$ cat config.mk
export PLATFORM = sky130hd
export DESIGN_NAME = us_burst_driver_flat
export DESIGN_NICKNAME = d
export VERILOG_FILES = /design/src/rtl/us_pkg.sv /design/src/rtl/us_burst_if.sv /design/src/rtl/us_carrier_phase.sv /design/src/rtl/us_burst_driver.sv /design/src/flat_wrapper.sv
export SDC_FILE = /design/constraint.sdc
export NUM_CORES = 1
export LEC_CHECK = 0
export CORE_MARGIN = 4
export CORE_UTILIZATION = 45
export DETAILED_ROUTE_END_ITERATION = 10
export PLACE_DENSITY_LB_ADDON = 0.15
export SLEW_MARGIN = 20
export SYNTH_ARGS = -nofsm -noshare
export SYNTH_HDL_FRONTEND = slang
export SYNTH_SLANG_ARGS = --single-unit
$ cat constraint.sdc
create_clock -name clk -period 5.39 [get_ports clk]
set_input_delay 1.078 -clock clk [delete_from_list [all_inputs] [get_ports clk]]
set_output_delay 1.078 -clock clk [all_outputs]
set_load 0.005 [all_outputs]
$ cat src/rtl/us_pkg.sv
// +----------------------------------------------------------------------+
// | us_pkg : shared state encoding and 27 MHz / 40 kHz carrier defaults    |
// | rev 1.0                                                               |
// +----------------------------------------------------------------------+
`default_nettype none

package us_pkg;

  typedef enum logic [1:0] {
    IDLE  = 2'd0,
    BURST = 2'd1,
    GAP   = 2'd2
  } state_t;

  localparam int US_PERIOD_27M = 675;
  localparam int US_HALF_27M   = 337;
  localparam int US_DEAD_27M   = 14;
  localparam int US_CNT_W      = 16;

endpackage

`default_nettype wire

$ cat src/rtl/us_burst_if.sv
// +----------------------------------------------------------------------+
// | us_burst_if : command/status and half-bridge drive bundle              |
// | rev 1.0                                                               |
// +----------------------------------------------------------------------+
`default_nettype none

interface us_burst_if #(
  parameter int CNT_W = 16
);
  logic             start;
  logic             stop;
  logic [CNT_W-1:0] burst_cycles;
  logic [CNT_W-1:0] gap_cycles;
  logic             continuous;
  logic             busy;
  logic             carrier_tick;
  logic             ch_a;
  logic             ch_b;

  modport master (
    output start, stop, burst_cycles, gap_cycles, continuous,
    input  busy, carrier_tick, ch_a, ch_b
  );

  modport slave (
    input  start, stop, burst_cycles, gap_cycles, continuous,
    output busy, carrier_tick, ch_a, ch_b
  );
endinterface

`default_nettype wire

$ cat src/rtl/us_carrier_phase.sv
// +----------------------------------------------------------------------+
// | us_carrier_phase : carrier phase counter, parked at 0 while not run   |
// | rev 1.0                                                               |
// +----------------------------------------------------------------------+
`default_nettype none

module us_carrier_phase
  import us_pkg::*;
#(
  parameter int PERIOD = US_PERIOD_27M,
  parameter int PH_W   = $clog2(US_PERIOD_27M)
) (
  input  logic            clk,
  input  logic            rst,
  input  logic            run,
  output logic [PH_W-1:0] phase,
  output logic            wrap
);
  localparam logic [PH_W-1:0] LAST = PH_W'(PERIOD - 1);

  logic [PH_W-1:0] phase_q;
  logic [PH_W-1:0] phase_d;

  assign wrap  = run && (phase_q == LAST);
  assign phase = phase_q;

  always_comb begin
    phase_d = '0;
    if (run && !wrap) begin
      phase_d = phase_q + PH_W'(1);
    end
  end

  always_ff @(posedge clk) begin
    if (rst) begin
      phase_q <= '0;
    end else begin
      phase_q <= phase_d;
    end
  end

endmodule

`default_nettype wire

$ cat src/rtl/us_burst_driver.sv
// +----------------------------------------------------------------------+
// | us_burst_driver : gated, cycle-counted carrier bursts with dead time  |
// | rev 1.0                                                               |
// +----------------------------------------------------------------------+
`default_nettype none

module us_burst_driver
  import us_pkg::*;
#(
  parameter int PERIOD = US_PERIOD_27M,
  parameter int HALF   = US_HALF_27M,
  parameter int DEAD   = US_DEAD_27M,
  parameter int CNT_W  = US_CNT_W
) (
  input  logic      clk,
  input  logic      rst,
  us_burst_if.slave bus
);
  localparam int PH_W = $clog2(PERIOD);
  localparam logic [PH_W-1:0]  A_ON  = PH_W'(DEAD);
  localparam logic [PH_W-1:0]  A_OFF = PH_W'(HALF);
  localparam logic [PH_W-1:0]  B_ON  = PH_W'(HALF + DEAD);
  localparam logic [CNT_W-1:0] ONE   = CNT_W'(1);

  if (!(DEAD > 0 && DEAD < HALF)) begin : g_chk_dead_half
    $error("DEAD must satisfy 0 < DEAD < HALF");
  end
  if (!(DEAD < PERIOD - HALF)) begin : g_chk_dead_neg
    $error("DEAD must be shorter than the negative half");
  end
  if (PERIOD >= (1 << $clog2(PERIOD + 1))) begin : g_chk_period
    $error("PERIOD does not fit the phase counter");
  end

  state_t           state_q, state_d;
  logic [CNT_W-1:0] burst_q, burst_d;
  logic [CNT_W-1:0] gap_q, gap_d;
  logic [CNT_W-1:0] remain_q, remain_d;
  logic             cont_q, cont_d;
  logic             ch_a_q, ch_a_d;
  logic             ch_b_q, ch_b_d;
  logic             tick_q, tick_d;
  logic             run;
  logic             wrap;
  logic [PH_W-1:0]  phase;

  // Dropping run on stop parks the phase at 0 on the very next edge.
  assign run = (state_q != IDLE) && !bus.stop;

  us_carrier_phase #(
    .PERIOD (PERIOD),
    .PH_W   (PH_W)
  ) u_phase (
    .clk   (clk),
    .rst   (rst),
    .run   (run),
    .phase (phase),
    .wrap  (wrap)
  );

  always_comb begin
    state_d  = state_q;
    burst_d  = burst_q;
    gap_d    = gap_q;
    cont_d   = cont_q;
    remain_d = remain_q;
    ch_a_d   = (state_q == BURST) && (phase >= A_ON) && (phase < A_OFF);
    ch_b_d   = (state_q == BURST) && (phase >= B_ON);
    tick_d   = wrap;

    case (state_q)
      IDLE: begin
        if (bus.start && (bus.burst_cycles != '0)) begin
          state_d  = BURST;
          burst_d  = bus.burst_cycles;
          gap_d    = bus.gap_cycles;
          cont_d   = bus.continuous;
          remain_d = bus.burst_cycles;
        end
      end
      BURST: begin
        if (wrap) begin
          if (remain_q == ONE) begin
            if (gap_q != '0) begin
              state_d  = GAP;
              remain_d = gap_q;
            end else if (cont_q) begin
              remain_d = burst_q;
            end else begin
              state_d = IDLE;
            end
          end else begin
            remain_d = remain_q - ONE;
          end
        end
      end
      GAP: begin
        if (wrap) begin
          if (remain_q == ONE) begin
            if (cont_q) begin
              state_d  = BURST;
              remain_d = burst_q;
            end else begin
              state_d = IDLE;
            end
          end else begin
            remain_d = remain_q - ONE;
          end
        end
      end
      default: state_d = IDLE;
    endcase

    if (bus.stop) begin
      state_d  = IDLE;
      remain_d = '0;
      ch_a_d   = 1'b0;
      ch_b_d   = 1'b0;
    end
  end

  always_ff @(posedge clk) begin
    if (rst) begin
      state_q  <= IDLE;
      burst_q  <= '0;
      gap_q    <= '0;
      cont_q   <= 1'b0;
      remain_q <= '0;
      ch_a_q   <= 1'b0;
      ch_b_q   <= 1'b0;
      tick_q   <= 1'b0;
    end else begin
      state_q  <= state_d;
      burst_q  <= burst_d;
      gap_q    <= gap_d;
      cont_q   <= cont_d;
      remain_q <= remain_d;
      ch_a_q   <= ch_a_d;
      ch_b_q   <= ch_b_d;
      tick_q   <= tick_d;
    end
  end

  assign bus.busy         = (state_q != IDLE);
  assign bus.carrier_tick = tick_q;
  assign bus.ch_a         = ch_a_q;
  assign bus.ch_b         = ch_b_q;

endmodule

`default_nettype wire

$ cat src/flat_wrapper.sv
// flat-port wrapper written by rule: the top's interface ports become plain ports
module us_burst_driver_flat import us_pkg::*;
#(
  parameter int PERIOD = US_PERIOD_27M,
  parameter int HALF   = US_HALF_27M,
  parameter int DEAD   = US_DEAD_27M,
  parameter int CNT_W  = US_CNT_W
)
  (clk, rst, bus_start, bus_stop, bus_burst_cycles, bus_gap_cycles, bus_continuous, bus_busy, bus_carrier_tick, bus_ch_a, bus_ch_b);
  us_burst_if #(.CNT_W(CNT_W)) bus_i ();
  input  logic clk;
  input  logic rst;
  input wire logic [$bits(bus_i.start)-1:0] bus_start;
  input wire logic [$bits(bus_i.stop)-1:0] bus_stop;
  input wire logic [$bits(bus_i.burst_cycles)-1:0] bus_burst_cycles;
  input wire logic [$bits(bus_i.gap_cycles)-1:0] bus_gap_cycles;
  input wire logic [$bits(bus_i.continuous)-1:0] bus_continuous;
  output wire logic [$bits(bus_i.busy)-1:0] bus_busy;
  output wire logic [$bits(bus_i.carrier_tick)-1:0] bus_carrier_tick;
  output wire logic [$bits(bus_i.ch_a)-1:0] bus_ch_a;
  output wire logic [$bits(bus_i.ch_b)-1:0] bus_ch_b;
  assign bus_i.start = bus_start;
  assign bus_i.stop = bus_stop;
  assign bus_i.burst_cycles = bus_burst_cycles;
  assign bus_i.gap_cycles = bus_gap_cycles;
  assign bus_i.continuous = bus_continuous;
  assign bus_busy = bus_i.busy;
  assign bus_carrier_tick = bus_i.carrier_tick;
  assign bus_ch_a = bus_i.ch_a;
  assign bus_ch_b = bus_i.ch_b;
  us_burst_driver #(.PERIOD(PERIOD), .HALF(HALF), .DEAD(DEAD), .CNT_W(CNT_W)) u_core (.clk(clk), .rst(rst), .bus(bus_i));
endmodule
==> run metrics <==
outcome=finished, final reports clean; Post-synth EDFFs=0; Compound-Gate Fraction of Synth Area=0.225; GRT overflow=0; YS warnings=0; commonest non-fill, non-tap cells in the layout=nand2_1 (97), dfxtp_1 (64), a21oi_1 (50), clkdlybuf4s50_1 (40), nor2_1 (38); arrival time of the worst setup path=3.72 ns; Worst Path Required=5.64 ns; Post-DRT Antenna Nets=0; LEAKAGE=1.56 nW; register area share after synthesis=0.345; Avg Cell Area, Syn=7.62 sq um; worst clock skew=0.00763 ns; Synth Area in Simple Gates=0.267; Slew Limit Fails=0; H-tree lvl count=3; critical path, cell by cell=clkdlybuf4s50_1 > nor4_1 > a41oi_1 > nor2_1 > a211oi_2 > o221ai_1 > o221a_2; final design utilization=0.554; via count=3,627; Worst slew margin=0.386; post-synthesis adder-cell area fraction=0.0304; Synth Instances=487; most common cell after layout, fill and taps aside=nand2_1; Placer Congestion=0.939; Max Fclk=0.288 GHz; clk root buf=clkbuf_8; initial DRC count=276; clock sink count=64; hold buffer count at cts=0; Die ar.=0.00976 sq mm; Async S/R FF share, synth=0; synth unique cells=58; antenna diode count=0; syn nets=533; HP Class=flip-flop to flip-flop; wire per inst=17.4 um; Num CTS Buffers=9; clock latency on the worst-skew pair=0.36 ns; minimum clock period=3.47 ns; Finish-stage setup viols=0; # port buffers=40; post_cts resized=0; total chip power=1.29 mW; largest net degree at the start of global routing=36; CP max FO=16; initial antenna violation count=0; WHS=0.456 ns; Row Count=32; crit path kind=input port to flip-flop; DRC=0; Synth Area in XOR/XNOR=0.0307; Filler cells=711; RSZ-0062 raised after global routing=no; core area=0.00789 sq mm; Synth-to-Final Area Change=17.8%; Least-Margin Pin Slew=0.919 ns; pwr/cell area=296 mW/mm^2; number of synthesized register bits=64; first-pass GRT wire length=17.6 mm; synthesized area=0.00371 sq mm; crit path max-delay cell type=a211oi_2; main combinational cell family by area after synthesis=simple AND/OR/NAND/NOR gates; Chip Height=98.8 um; vias in the first global route=3,398; Die X=98.8 um; total setup buffers inserted after CTS=0; ys flop type=dfxtp_1; CTS max path bufs=2; share of cells above drive strength 1=0.0853; Final Hold Fails=0; First-pass DRT Iterations=5; Routed WL=10.7 mm; Initial Util=0.470; vias per cell=5.87; setup TNS=0 ns; Nets=557; # IOs=41; max-capacitance violation count=0; startpoint types=input port; post-synthesis mux area share=0.0472; Tcrit/Tclk final=0.645; Worst-path clk slew=0.07 ns; VDD IR max=0.188 mV; Largest stage delay, worst path=0.78 ns; TritonCTS clock tree=done; post-DP HPWL=7.71 mm; Setup crit end kind=flip-flop; GRT Util Overall=0.226
==> cells in the mapped netlist (all sizes together) (2+ instances only) <==
library cell | n | share of area
or4 | 7 | 0.015
and3 | 4 | 0.0067
nor3b | 3 | 0.0061
mux2 | 4 | 0.012
nand4 | 5 | 0.0084
o221a | 2 | 0.0061
nor2 | 38 | 0.038
a31oi | 12 | 0.020
nand3 | 18 | 0.026
nor4 | 13 | 0.028
a21oi | 51 | 0.070
nor3 | 10 | 0.015
dfxtp | 64 | 0.35
o22ai | 4 | 0.0067
xor2 | 7 | 0.017
or3 | 4 | 0.0067
xnor2 | 6 | 0.014
clkbuf | 25 | 0.025
ha | 9 | 0.030
nand2 | 100 | 0.11
o21ai | 27 | 0.036
inv | 19 | 0.019
o221ai | 2 | 0.0064
a311oi | 3 | 0.0071
o211ai | 10 | 0.020
a211oi | 2 | 0.0054
buf | 6 | 0.010
a2bb2oi | 3 | 0.0071
mux2i | 13 | 0.035
==> worst paths after layout <==
check	startpoint	to	slack, ns	depth (start not counted)
worst min-delay path	u_core.burst_q[9]$_SDFFE_PP0P_	u_core.burst_q[9]$_SDFFE_PP0P_	0.46	2
worst min register to register	u_core.burst_q[9]$_SDFFE_PP0P_	u_core.burst_q[9]$_SDFFE_PP0P_	0.46	2
worst max-delay path	bus_burst_cycles[1]	u_core.remain_q[11]$_SDFFE_PP0P_	1.92	7
worst max register to register	u_core.state_q[1]$_SDFFE_PP0P_	u_core.remain_q[11]$_SDFFE_PP0P_	2.23	7
==> critical path: cells and delay by family <==
family | cells | cell delay [ns]
simple gates | 2 | 0.21
compound gates | 4 | 1.84
buf+inv | 1 | 0.58
==> logic make-up after synthesis <==
group | after synthesis
xor gates and xnor gates | 13
and+or+nand+nor | 208
adders and majority gates | 9
buffers and inverters | 50
muxes | 17
DFF | 64
AOI/OAI and AO/OA | 126
==> final cells by class <==
class                   count  area (sq um)  share of cell area
clock buffers              10           138              0.0315
clock inverters             6          92.6              0.0212
inverters                  19          71.3              0.0163
multi-input cells         373          2230               0.510
flip-flops and latches     64          1280               0.293
well taps                 102           128              0.0292
repair buffers             44           430              0.0985
==> metal layers <==
metal,up-vias,part of all wire,global-route usage
met2,140,0.44,0.332
met3,20,0.073,0.0488
met4,0,0.024,0.0924
met1,1694,0.46,0.320
met5,-,0,0
li1,1773,-,-
==> report_power, final <==
group	internal, mW	total, mW	switching [mW]	leakage [nW]
clock network	0.274	0.484	0.209	0.109
logic	0.109	0.282	0.172	0.928
registers	0.499	0.529	0.0298	0.523
==> state kept, by name (all words and copies together) (netlist names) <==
register	count
u_core.burst_q	16
u_core.bus.carrier_tick	1
u_core.bus.ch_a	1
u_core.bus.ch_b	1
u_core.cont_q	1
u_core.gap_q	16
u_core.remain_q	16
u_core.state_q	2
u_core.u_phase.phase	10
==> through the flow <==
step	instance area (sq um)	worst slack, ns	cells
after floorplan	3710	3.02	487
after global placement	4140	1.69	602
after detailed placement	4140	1.65	602
after CTS	4370	2.04	618
after global routing	4370	1.83	618
final	4370	1.92	618
Note: power is estimated with default switching activity, not from simulation.
